--- src/rtl/scratch_wb_pkg.sv ---
// Shared types for the 128-bit Wishbone bus initiator:
// FSM states, cycle-type codes and request/response bundles.
package scratch_wb_pkg;

    typedef enum logic [1:0] {
        ST_IDLE  = 2'd0,
        ST_BEAT  = 2'd1,
        ST_DRAIN = 2'd2,
        ST_ERR   = 2'd3
    } state_t;

    localparam logic [2:0] CTI_CLASSIC = 3'b000;
    localparam logic [2:0] CTI_INCR    = 3'b010;
    localparam logic [2:0] CTI_EOB     = 3'b111;

    typedef struct packed {
        logic        we;
        logic [15:0] sel;
        logic [1:0]  len;
        logic [7:0]  tag;
    } req_t;

    typedef struct packed {
        logic         last;
        logic         err;
        logic [127:0] dat;
    } rsp_t;

endpackage

--- src/rtl/scratch_wb_master128.sv ---
// Wishbone-style 128-bit bus initiator: one client request becomes
// a single access or an incrementing burst of up to 4 beats, with timeout.
module scratch_wb_master128
    import scratch_wb_pkg::*;
#(
    parameter int AWID  = 18,
    parameter int TMO   = 255,
    parameter int DRAIN = 4
) (
    input  logic            clk_i,
    input  logic            rst_ni,
    input  logic            req_i,
    output logic            req_rdy_o,
    input  logic            req_we_i,
    input  logic [AWID-1:0] req_adr_i,
    input  logic [15:0]     req_sel_i,
    input  logic [1:0]      req_len_i,
    input  logic [7:0]      req_tag_i,
    input  logic [127:0]    wdat_i,
    output logic            wdat_rd_o,
    output logic            rsp_vld_o,
    output logic [127:0]    rsp_dat_o,
    output logic [7:0]      rsp_tag_o,
    output logic            rsp_last_o,
    output logic            rsp_err_o,
    output logic            cyc_o,
    output logic            stb_o,
    output logic            cs_o,
    output logic            we_o,
    output logic [15:0]     sel_o,
    output logic [AWID-1:0] adr_o,
    output logic [127:0]    dat_o,
    output logic [2:0]      cti_o,
    output logic [7:0]      bndx_o,
    input  logic            adack_i,
    input  logic            ack_i,
    input  logic [127:0]    dat_i,
    input  logic [7:0]      bndx_i
);

    localparam int CW = 10;
    localparam int BW = AWID - 4;

    state_t          r_state;
    state_t          w_next;
    req_t            r_req;
    rsp_t            r_rsp;
    logic            r_rsp_vld;
    logic            r_wdat_rd;
    logic [BW-1:0]   r_adr;
    logic [1:0]      r_beat;
    logic [CW-1:0]   r_cnt;
    logic [127:0]    r_dat;
    logic            w_last;
    logic            w_tmo;
    logic            w_dend;
    logic            w_unused;

    assign w_last   = (r_beat == r_req.len);
    assign w_tmo    = (r_cnt == CW'(TMO));
    assign w_dend   = (r_cnt == CW'(DRAIN - 1));
    assign w_unused = ^{adack_i, bndx_i, req_adr_i[3:0]};

    always_ff @(posedge clk_i or negedge rst_ni) begin
        if (!rst_ni) r_state <= ST_IDLE;
        else         r_state <= w_next;
    end

    always_comb begin
        w_next = r_state;
        unique case (r_state)
            ST_IDLE:  if (req_i) w_next = ST_BEAT;
            ST_BEAT: begin
                if (ack_i)      w_next = ST_DRAIN;
                else if (w_tmo) w_next = ST_ERR;
            end
            ST_DRAIN: if (w_dend) w_next = w_last ? ST_IDLE : ST_BEAT;
            ST_ERR:   w_next = ST_IDLE;
            default:  w_next = ST_IDLE;
        endcase
    end

    // r_cnt is the ack timeout in BEAT and the gap timer in DRAIN
    always_ff @(posedge clk_i or negedge rst_ni) begin
        if (!rst_ni) begin
            r_req     <= '0;
            r_rsp     <= '0;
            r_rsp_vld <= 1'b0;
            r_wdat_rd <= 1'b0;
            r_adr     <= '0;
            r_beat    <= '0;
            r_cnt     <= '0;
            r_dat     <= '0;
        end else begin
            r_rsp_vld <= 1'b0;
            r_wdat_rd <= 1'b0;
            case (r_state)
                ST_IDLE: begin
                    if (req_i) begin
                        r_req  <= '{we: req_we_i, sel: req_sel_i,
                                    len: req_len_i, tag: req_tag_i};
                        r_adr  <= req_adr_i[AWID-1:4];
                        r_beat <= '0;
                        r_cnt  <= '0;
                        r_dat  <= wdat_i;
                    end
                end
                ST_BEAT: begin
                    r_cnt <= r_cnt + CW'(1);
                    if (ack_i) begin
                        r_cnt     <= '0;
                        r_rsp_vld <= ~r_req.we | w_last;
                        r_wdat_rd <= r_req.we;
                        r_rsp     <= '{last: w_last, err: 1'b0,
                                       dat: r_req.we ? 128'd0 : dat_i};
                    end else if (w_tmo) begin
                        r_rsp_vld <= 1'b1;
                        r_rsp     <= '{last: 1'b1, err: 1'b1, dat: 128'd0};
                    end
                end
                ST_DRAIN: begin
                    r_cnt <= r_cnt + CW'(1);
                    if (w_dend) begin
                        r_cnt <= '0;
                        r_adr <= r_adr + BW'(1);
                        r_dat <= wdat_i;
                        if (!w_last) r_beat <= r_beat + 2'd1;
                    end
                end
                default: ;
            endcase
        end
    end

    assign req_rdy_o  = (r_state == ST_IDLE);
    assign stb_o      = (r_state == ST_BEAT);
    assign cs_o       = stb_o;
    assign cyc_o      = stb_o | ((r_state == ST_DRAIN) & ~w_last);
    assign cti_o      = !stb_o               ? CTI_CLASSIC :
                        (r_req.len == 2'd0)  ? CTI_CLASSIC :
                        w_last               ? CTI_EOB     : CTI_INCR;
    assign we_o       = r_req.we;
    assign sel_o      = r_req.sel;
    assign adr_o      = {r_adr, 4'h0};
    assign dat_o      = r_dat;
    assign bndx_o     = r_req.tag;
    assign wdat_rd_o  = r_wdat_rd;
    assign rsp_vld_o  = r_rsp_vld;
    assign rsp_dat_o  = r_rsp.dat;
    assign rsp_last_o = r_rsp.last;
    assign rsp_err_o  = r_rsp.err;
    assign rsp_tag_o  = r_req.tag;

endmodule

--- config.mk ---
export PLATFORM = sky130hd
export DESIGN_NAME = scratch_wb_master128
export DESIGN_NICKNAME = d
export VERILOG_FILES = /design/src/rtl/scratch_wb_pkg.sv /design/src/rtl/scratch_wb_master128.sv
export SDC_FILE = /design/constraint.sdc
export NUM_CORES = 1
export LEC_CHECK = 0
export ABC_AREA = 1
export CORE_AREA = 4 4 241 243
export DETAILED_ROUTE_END_ITERATION = 8
export DIE_AREA = 0 0 245 247
export PLACE_DENSITY_LB_ADDON = 0.12
export SYNTH_ARGS = -nofsm -noshare
export SYNTH_HDL_FRONTEND = slang
export SYNTH_SLANG_ARGS = --single-unit
--- constraint.sdc ---
create_clock -name clk_i -period 2 [get_ports clk_i]
set_input_delay 0.2 -clock clk_i [delete_from_list [all_inputs] [get_ports clk_i]]
set_output_delay 0.2 -clock clk_i [all_outputs]
set_load 0.02 [all_outputs]
==> results of run 1 <==
cell usage after synthesis, types with 7 or more instances:
library cell	count
inv_1	24
nand4_1	10
ha_1	7
nand3_1	31
o21ai_1	61
o21ai_0	74
buf_2	31
dfrtp_1	315
clkbuf_1	26
nand2_1	776
buf_4	38
mux2_2	27
a21oi_1	8
buf_6	22
nor2_1	24
per-stage QoR:
stage / setup slack [ps] / std cells
after global placement: 79.4 / 2824
after CTS: 1.97 / 2890
after floorplan: 2.22 / 1508
final: 80.0 / 2901
after global routing: -16.8 / 2897
after detailed placement: 36.3 / 2824
how the worst min path moves through the flow:
stage	endpoint	slack [ps]	cells after the start
after floorplan	bndx_o[0]	-100	0
after global placement	rsp_dat_o[33]	170	1
after detailed placement	rsp_dat_o[33]	170	1
after CTS	dat_o[104]	150	3
after global routing	dat_o[5]	170	3
final	rsp_dat_o[33]	180	2
metal layers:
metal | track usage | part of all wire
met5 | 0 | 0.0017
met1 | 0.196 | 0.40
met3 | 0.0737 | 0.10
met4 | 0.0376 | 0.020
met2 | 0.274 | 0.47
sequential cells by signal, summed over array words and instances (netlist names):
signal / count
dat_o: 128
bndx_o: 8
r_cnt: 10
sel_o: 16
r_beat: 2
r_state: 2
r_adr: 14
rsp_dat_o: 128
rsp_vld_o: 1
rsp_err_o: 1
wdat_rd_o: 1
we_o: 1
r_req: 2
rsp_last_o: 1
cell families after synthesis:
family                     after synthesis  synth area share
xor gates and xnor gates                 6           0.00395
other                                    1          0.000282
and+or+nand+nor                        856             0.250
buffers and inverters                  145            0.0670
AOI/OAI and AO/OA                      147            0.0559
DFF                                    315             0.593
adders and majority gates                7           0.00658
muxes                                   28            0.0236
power by group through the flow:
stage	Combinational, µW	Clock [µW]	Sequential (µW)
after floorplan	7400	0	14600
after global placement	20600	0	11300
after detailed placement	20700	0	11400
after CTS	20700	7290	11400
after global routing	22200	7500	11800
final	20400	7000	11400
cells in the final DEF, fill, tap and decap left out, drive strengths merged, types with 6 or more instances in the layout:
cell,count
o21ai,135
nor3,6
a21oi,8
clkbuf,66
buf,71
mux2,27
nor2,26
ha,7
nand3,32
nand4,10
dfrtp,315
clkdlybuf4s50,601
nand2,779
inv,27
timing repair:
item / CTS / global route
setup buffers: 0 / 2
pin swaps: 1 / 3
resized for setup: 33 / 16
endpoints found under the hold margin: 61 / 0
cloned: 0 / 4
hold buffers: 1 / 0
setup endpoints to repair: 11 / 100
area by class of cell:
cell class / instances / area, µm²
repair buffers: 683 / 7010
flip-flops and latches: 315 / 7880
multi-input cells: 1049 / 4600
clock buffers: 62 / 1210
diodes: 5 / 12.5
inverters: 28 / 105
well taps: 756 / 946
fillers: 5706 / 34100
clock inverters: 3 / 40.0
==> impl_results.md, run 1 <==
- Skew final: 12.3 ps
- Vias in the first global route: 12.5k
- Synth top area share: 0.593
- Crit-path slowest cell: clkdlybuf4s50_1
- Pwr Total: between 30000 and 40000 µW
- Top Ports: approximately 630
- Post-synth EDFFs: 0
- Router iterations before antenna repair: 4
- CP startpoint kind: register
- Via/cell ratio: 4.17
- Cell Area, Placed: about 20000 µm²
- Clk slew on worst S/H paths: 60 ps
- CP Depth: 1
- #FFs+latches synth: approximately 320
- Worst-path maximum fanout: 6
- Period Utilization, post-route: 0.960
- Worst R2R End: dat_o[38]
- Htree depth: 2
- Final setup vio count: 0
- Layout cell share with drive strength beyond 1: 0.0841
- Clock Latency Late Sink: approximately 540 ps
- CTS tree: yes
- Detailed Route Iter0 Violations: 441
- Clk pwr share: 0.180
- Global-route wire length before repair: ~77000 µm
- Clk sinks: between 300 and 400
- Synth Warn #: 0
- Max-slew violations: 0
- Die Ht: about 250 µm
- Comb pwr share: 0.527
- Worst slew pin tran: between 500 and 600 ps
- Grt total ovfl: 0
- Port bufs: just over 600
- RSZ-0062 raised after global routing: true
- Reg-to-reg slack, setup: ~160 ps
- Slowest Stage Delay on Critical Path: 750 ps
- WP data arrival: approximately 1700 ps
- Worst-path cell chain: clkdlybuf4s50_1
- Max clock buf depth: 3
- GRT Overall Usage: 0.164
- LEAKAGE: 0.00990 µW
- Post-DRT Antenna Nets: 0
- Post-synthesis average cell area: ~9 µm²
- Max-Cap Viols: 0
- Setup TNS: 0 ps
- Post-synth top flop: dfrtp_1
- Post-Synthesis Cells: roughly 1.5k
- Detailed Route WL: 52600 µm
- CP endpoint kind: output pin
- Synthesized cell area: 13300 µm²
- PwrDens: 1780 nW/µm²
- Initial Util: 0.238
- Synthesis-to-finish area growth: 64.0%
- Maximum vdd drop: around 720 µV
- Status: finished clean
- Core Util, Final: 0.390
- RD Place Congestion: 0.820
- Wirelength per Cell: 18.1 µm
- P_sw: between 15000 and 20000 µW
- CTS root buf: clkbuf_16
- Final number of hold-violating endpoints: 0
- Async S/R FF share, synth: 1.00
- WP data required: 1800 ps
- Synth area leaders: dfrtp_1 59%, nand2_1 22%, o21ai_0 2.8%
- Design Area, Final: between 20000 and 25000 µm²
- Sequential fraction of the synthesis area: 0.593
- Crit path launch: r_adr[0]
- Final hold slack: around 180 ps
- Fin crit period: 1920 ps
- Post-DP HPWL: between 30000 and 40000 µm
- Worst r2r path cells: 11
- Total CTS buffers: 39
- Peak Freq: 521 MHz
- Flop pwr share: 0.293
- Critical setup path kind: register to output pin
- Crit path to: adr_o[4]
- Sw Ratio: 0.412
- Worst r2r src: r_cnt[0]
- Cell variety after synth: 34
- Crit-path leading delay family: buffers and inverters
- CORE AREA: between 50000 and 60000 µm²
- Initial antenna violation count: 13
- DIE WIDTH: between 200 and 250 µm
- Largest net degree at the start of global routing: between 90 and 100
- Site Rows: 87
- Synth area leader: dfrtp_1
- Vias: between 10k and 15k
- Int Power: between 20000 and 25000 µW
- Layout net count: roughly 2.4k
- Crit path buf inv count: 1
- Full die area: roughly 60000 µm²
- Hold WC Path Type: input port to async pin
- # DRC: 0
- Slew HR: 0.656
(Power assumes the default switching activity.)
==> inputs of run 2 (changes only) <==
--- a/config.mk
+++ b/config.mk
@@ -6,10 +6,12 @@
 export NUM_CORES = 1
 export LEC_CHECK = 0
 export ABC_AREA = 1
+export CAP_MARGIN = 5
 export CORE_AREA = 4 4 241 243
 export DETAILED_ROUTE_END_ITERATION = 8
 export DIE_AREA = 0 0 245 247
 export PLACE_DENSITY_LB_ADDON = 0.12
+export SKIP_LAST_GASP = 1
 export SYNTH_ARGS = -nofsm -noshare
 export SYNTH_HDL_FRONTEND = slang
 export SYNTH_SLANG_ARGS = --single-unit
==> impl_results.md, run 2 (synthesis gave the netlist of run 1 again) <==
- DIE WIDTH: 245 µm (unchanged)
- CP startpoint kind: register
- Post-DRT Antenna Nets: 0 (unchanged)
- CTS root buf: clkbuf_16
- Initial Util: 0.238 (unchanged)
- Detailed Route Iter0 Violations: 432 (-2.0%)
- Max-Cap Viols: 0 (unchanged)
- Final setup vio count: 0 (unchanged)
- Post-DP HPWL: 39400 µm (unchanged)
- Total CTS buffers: 39 (unchanged)
- Final hold slack: 179 ps (+0.971 ps)
- Worst-path cell chain: clkdlybuf4s50_1
- Commonest non-fill, non-tap cells in the layout: 774 x nand2_1, 601 x clkdlybuf4s50_1, 315 x dfrtp_1
- Clk sinks: 315 (unchanged)
- Placed cells: 2824 (unchanged)
- Vias: 12.1k (-0.017%)
- P_sw: 16000 µW (+0.16%)
- Clock Latency Late Sink: 540 ps (about the same)
- Worst-path maximum fanout: 6 (unchanged)
- Setup WS post-layout: 79.2 ps (-0.837 ps)
- # DRC: 0 (unchanged)
- Synthesis-to-finish area growth: 64.1% (about the same)
- Full die area: 60500 µm² (unchanged)
- Crit-path leading delay family: buffers and inverters
- Comb pwr share: 0.527 (about the same)
- LEAKAGE: 0.00990 µW (about the same)
- WP data required: 1800 ps (about the same)
- Top Ports: 632 (unchanged)
- Slowest Stage Delay on Critical Path: 750 ps (about the same)
- CORE AREA: 56000 µm² (unchanged)
- Htree depth: 2 (unchanged)
- Maximum vdd drop: 723 µV (about the same)
- Layout cell share with drive strength beyond 1: 0.0841 (unchanged)
- CP endpoint kind: output pin
- Global-route wire length before repair: 77200 µm (unchanged)
- Router iterations before antenna repair: 4 (unchanged)
- Skew final: 12.5 ps (+0.133 ps)
- Fillers: 5705 (-0.018%)
- PwrDens: 1780 nW/µm² (about the same)
- Status: finished clean
- Crit-path slowest cell: clkdlybuf4s50_1
- Clk slew on worst S/H paths: 60 ps (about the same)
- Flop pwr share: 0.293 (about the same)
- Max clock buf depth: 3 (unchanged)
- Max-slew violations: 0 (unchanged)
- Int Power: 22800 µW (about the same)
- Peak Freq: 521 MHz (about the same)
- WP data arrival: 1720 ps (about the same)
- Vias in the first global route: 12.5k (unchanged)
- Hold WC Path Type: input port to async pin
- Fin crit period: 1920 ps (+0.837 ps)
- Worst slew pin tran: 520 ps (+3.06 ps)
- Critical setup path kind: register to output pin
- RD Place Congestion: 0.820 (unchanged)
- Site Rows: 87 (unchanged)
- RSZ-0062 raised after global routing: true
- Detailed Route WL: 52600 µm (about the same)
- Die Ht: 247 µm (unchanged)
- Via/cell ratio: 4.17 (about the same)
- Clk pwr share: 0.180 (about the same)
- Sw Ratio: 0.412 (about the same)
- Initial antenna violation count: 13 (unchanged)
- Slew HR: 0.654 (-0.00204)
- Grt total ovfl: 0 (unchanged)
- Post-Place Setup Slack: 36.3 ps (unchanged)
- GRT Overall Usage: 0.164 (about the same)
- Crit path buf inv count: 1 (unchanged)
- Layout net count: 2437 (unchanged)
- Most common cell after layout, fill and taps aside: nand2_1
- Core Util, Final: 0.390 (about the same)
- Period Utilization, post-route: 0.960 (about the same)
- Layout Cells excl Fill: 2901 (unchanged)
- CTS tree: yes
- Wirelength per Cell: 18.1 µm (about the same)
- Largest net degree at the start of global routing: 97 (unchanged)
- Final number of hold-violating endpoints: 0 (unchanged)
- Port bufs: 614 (unchanged)
-- run 2: cell counts in the layout (fill, tap and decap cells not counted) --
Identical to the previous run, type by type.
-- run 2: final timing paths --
| kind | start | cells past startpoint | slack (ps) | end |
|---|---|---|---|---|
| setup / recovery | r_adr[0] | 1 | 80 | adr_o[4] |
| hold / removal | rst_ni | 2 | 180 | rsp_dat_o[33] |
| setup reg to reg | r_cnt[0] | 11 | 170 | dat_o[38] |
| hold reg to reg | dat_o[67] | 2 | 480 | dat_o[67] |
| max in group asynchronous | rst_ni | 3 | 1040 | dat_o[10] |
| min in group clk_i | wdat_i[105] | 3 | 200 | dat_o[105] |
-- run 2: what timing repair did --
item,4_1_cts,5_1_grt
endpoints found under the setup margin,11,100
hold buffers,1,0
pin swaps,0,2
resized for setup,31,20
hold endpoints to repair,61,0
gates cloned,0,4
buffers inserted,0,2
-- run 2: final cells by class --
type	instances	area (µm²)	share of cell area
timing repair buffer	683	7010	0.321
tap	756	946	0.0433
clock inverter	3	40.0	0.00183
antenna	5	12.5	0.000573
multi-input combinational	1049	4610	0.211
sequential	315	7880	0.361
inverter	28	105	0.00481
clock buffer	62	1210	0.0557
-- run 2: metrics by stage --
step | setup TNS (ps) | power [µW] | area (µm²)
2_1_floorplan | 0 | 22000 | 13300
3_3_place_gp | 0 | 31900 | 20400
3_5_place_dp | 0 | 32100 | 20400
4_1_cts | -20.8 | 39400 | 21700
5_1_grt | -42.3 | 41500 | 21800
6_report | 0 | 38800 | 21800
-- run 2: routing by layer --
layer,up-vias,global-route usage,routed length (µm)
met1,5647,0.196,21200
met2,440,0.274,24800
met5,-,0,89
met3,82,0.0737,5410
met4,12,0.0376,1090
li1,5918,-,-
-- run 2: power groups by stage --
stage	clock [µW]	sequential, µW	combinational, µW
5_1_grt	7500	11800	22200
3_5_place_dp	0	11400	20700
6_report	7000	11400	20500
2_1_floorplan	0	14600	7400
3_3_place_gp	0	11300	20600
4_1_cts	7290	11400	20700
==> inputs of run 3 (changes only) <==
--- a/config.mk
+++ b/config.mk
@@ -7,9 +7,11 @@
 export LEC_CHECK = 0
 export ABC_AREA = 1
 export CAP_MARGIN = 5
-export CORE_AREA = 4 4 241 243
+export CELL_PAD_IN_SITES_DETAIL_PLACEMENT = 0
+export CELL_PAD_IN_SITES_GLOBAL_PLACEMENT = 1
+export CORE_AREA = 2 2 245 247
 export DETAILED_ROUTE_END_ITERATION = 8
-export DIE_AREA = 0 0 245 247
+export DIE_AREA = 0 0 247 249
 export PLACE_DENSITY_LB_ADDON = 0.12
 export SKIP_LAST_GASP = 1
 export SYNTH_ARGS = -nofsm -noshare
==> impl_results.md, run 3 (synthesis gave the netlist of run 1 again) <==
- Clk sinks: 315 (unchanged)
- GRT Overall Usage: 0.168 (+0.00370)
- Met3 Use GR: 0.0655 (-0.00823)
- Worst r2r path cells: 9 (-2)
- Final number of hold-violating endpoints: 0 (unchanged)
- Skew final: 14.3 ps (+1.78 ps)
- Vias: 12.1k (-0.32%)
- Sw Ratio: 0.413 (+0.00165)
- Initial Util: 0.227 (-0.0111)
- Int Power: 23000 µW (+0.72%)
- Htree depth: 2 (unchanged)
- Largest net degree at the start of global routing: 58 (-40%)
- Max-slew violations: 0 (unchanged)
- # DRC: 0 (unchanged)
- Top Ports: 632 (unchanged)
- Final setup vio count: 0 (unchanged)
- Most common cell after layout, fill and taps aside: nand2_1
- CTS tree: yes
- Final hold slack: 133 ps (-45.8 ps)
- Commonest non-fill, non-tap cells in the layout: 773 x nand2_1, 596 x clkdlybuf4s50_1, 314 x dfrtp_1
- Hold WC Path Type: input port to async pin
- Die Ht: 249 µm (+0.81%)
- Worst-path cell chain: xnor2_2 > nand2_2 > nor3_2 > clkbuf_2
- Status: finished clean
- Flop pwr share: 0.291 (-0.002)
- Crit path buf inv count: 1 (unchanged)
- CP startpoint kind: register
- Initial antenna violation count: 6 (-7)
- Global-route wire length before repair: 79100 µm (+2.4%)
- Vias in the first global route: 12.2k (-2.4%)
- Clk pwr share: 0.188 (+0.008)
- DIE WIDTH: 247 µm (+0.82%)
- Grt total ovfl: 0 (unchanged)
- P_sw: 16200 µW (+1.4%)
- Synthesis-to-finish area growth: 65.0%
- M1 GR Usage: 0.199 (+0.00280)
- Crit-path slowest cell: dfrtp_1
- Clock Latency Late Sink: 550 ps (about the same)
- PwrDens: 1790 nW/µm² (+0.45%)
- Max-Cap Viols: 0 (unchanged)
- Setup TNS: 0 ps (unchanged)
- Worst r2r src: r_cnt[0]
- Comb pwr share: 0.521 (-0.006)
- Site Rows: 89 (+2.3%)
- WP data required: 1800 ps (about the same)
- Router iterations before antenna repair: 5 (+1)
- Worst-path maximum fanout: 3 (-3)
- Layout net count: 2443 (+0.25%)
- Maximum vdd drop: 840 µV (+16%)
- Clk slew on worst S/H paths: 60 ps (about the same)
- Crit-path leading delay family: flip-flops
- Post-DP HPWL: 40000 µm (+1.4%)
- Max clock buf depth: 3 (unchanged)
- GRT busiest layer: met2
- Port bufs: 614 (unchanged)
- Critical setup path kind: register to output pin
- Layout cell share with drive strength beyond 1: 0.0915 (+0.00743)
- Worst R2R End: rsp_dat_o[81]
- Peak Freq: 520 MHz (about the same)
- Detailed Route WL: 53400 µm (+1.5%)
- Slowest Stage Delay on Critical Path: 420 ps (-330 ps)
- Met2 global-route usage: 0.283 (+0.00885)
- Area of the multi-input gates: 4620 µm² (+0.22%)
- Total CTS buffers: 40 (+2.6%)
- CP endpoint kind: output pin
- Detailed Route Iter0 Violations: 533 (+23%)
- Fillers: 5965 (+4.6%)
- CTS root buf: clkbuf_16
- WP data arrival: 1720 ps (about the same)
- RD Place Congestion: 0.799 (-2.5%)
- Full die area: 61500 µm² (+1.6%)
- Wirelength per Cell: 18.2 µm (+0.60%)
- LEAKAGE: 0.0100 µW (+1.1%)
- RSZ-0062 raised after global routing: true
- Fin crit period: 1920 ps (+1.88 ps)
- Storage element area: 7880 µm² (about the same)
- CORE AREA: 58700 µm² (+4.9%)
- Via/cell ratio: 4.12 (-1.2%)
- Post-DRT Antenna Nets: 0 (unchanged)
- Reg-to-reg slack, setup: 150 ps (-20 ps)
- Period Utilization, post-route: 0.961 (about the same)
==> run 3: timing repair <==
action | 4_1_cts | 5_1_grt
gates cloned | 0 | 4
endpoints found under the setup margin | 13 | 69
pin swaps | 1 | 2
hold buffers | 1 | 0
hold endpoints to repair | 269 | 0
setup buffers | 2 | 0
resized for setup | 28 | 22
==> run 3: cell type report <==
cell class / count / share of cell area
clock inverter: 16 / 0.00752
multi-input combinational: 1050 / 0.211
inverter: 28 / 0.00479
antenna: 2 / 0.000228
clock buffer: 56 / 0.0530
timing repair buffer: 687 / 0.321
tap: 773 / 0.0441
sequential: 315 / 0.359
==> run 3: stage by stage <==
| stage | power, µW | setup WS (ps) | instance area (µm²) | cells | util |
|---|---|---|---|---|---|
| global placement | 32100 | 115 | 20500 | 2846 | 0.349 |
| finish | 39200 | 77.3 | 21900 | 2927 | 0.374 |
| global route | 42000 | -12.5 | 21900 | 2925 | 0.374 |
| floorplan | 22000 | 2.22 | 13300 | 1508 | - |
| detailed placement | 32100 | 86.5 | 20500 | 2846 | 0.349 |
| CTS | 39800 | -125 | 21800 | 2921 | 0.372 |
==> run 3: power by group through the flow <==
stage          clock [µW]  combinational [µW]  sequential (µW)
5_1_grt              7940               22200            11800
6_report             7390               20400            11400
2_1_floorplan           0                7400            14600
3_5_place_dp            0               20700            11400
3_3_place_gp            0               20700            11300
4_1_cts              7680               20700            11400
==> run 3: how the worst max path moves through the flow <==
stage                     from              to  slack [ps]  cells past startpoint
finish                r_req[9]        cti_o[0]          80                      4
global route         r_beat[1]        cti_o[0]         -10                      4
CTS                 r_state[1]        cti_o[0]        -130                      5
detailed placement    r_cnt[0]  rsp_dat_o[120]          90                      9
global placement      r_cnt[1]    rsp_dat_o[5]         110                      9
floorplan           r_state[1]        cti_o[2]           2                      5
==> run 3: worst reg2reg max path, delay by kind of cell (launching register included) <==
kind	cells	cell delay, ps
fa+ha+maj	1	180
buf+inv	2	320
flops	1	390
simple gates	5	740
compound gates	1	90
==> run 3: metal layers <==
| metal | vias up | wire length (µm) |
|---|---|---|
| met5 | - | 58 |
| met4 | 10 | 1000 |
| met1 | 5654 | 21400 |
| met2 | 403 | 25700 |
| li1 | 5926 | - |
| met3 | 67 | 5270 |
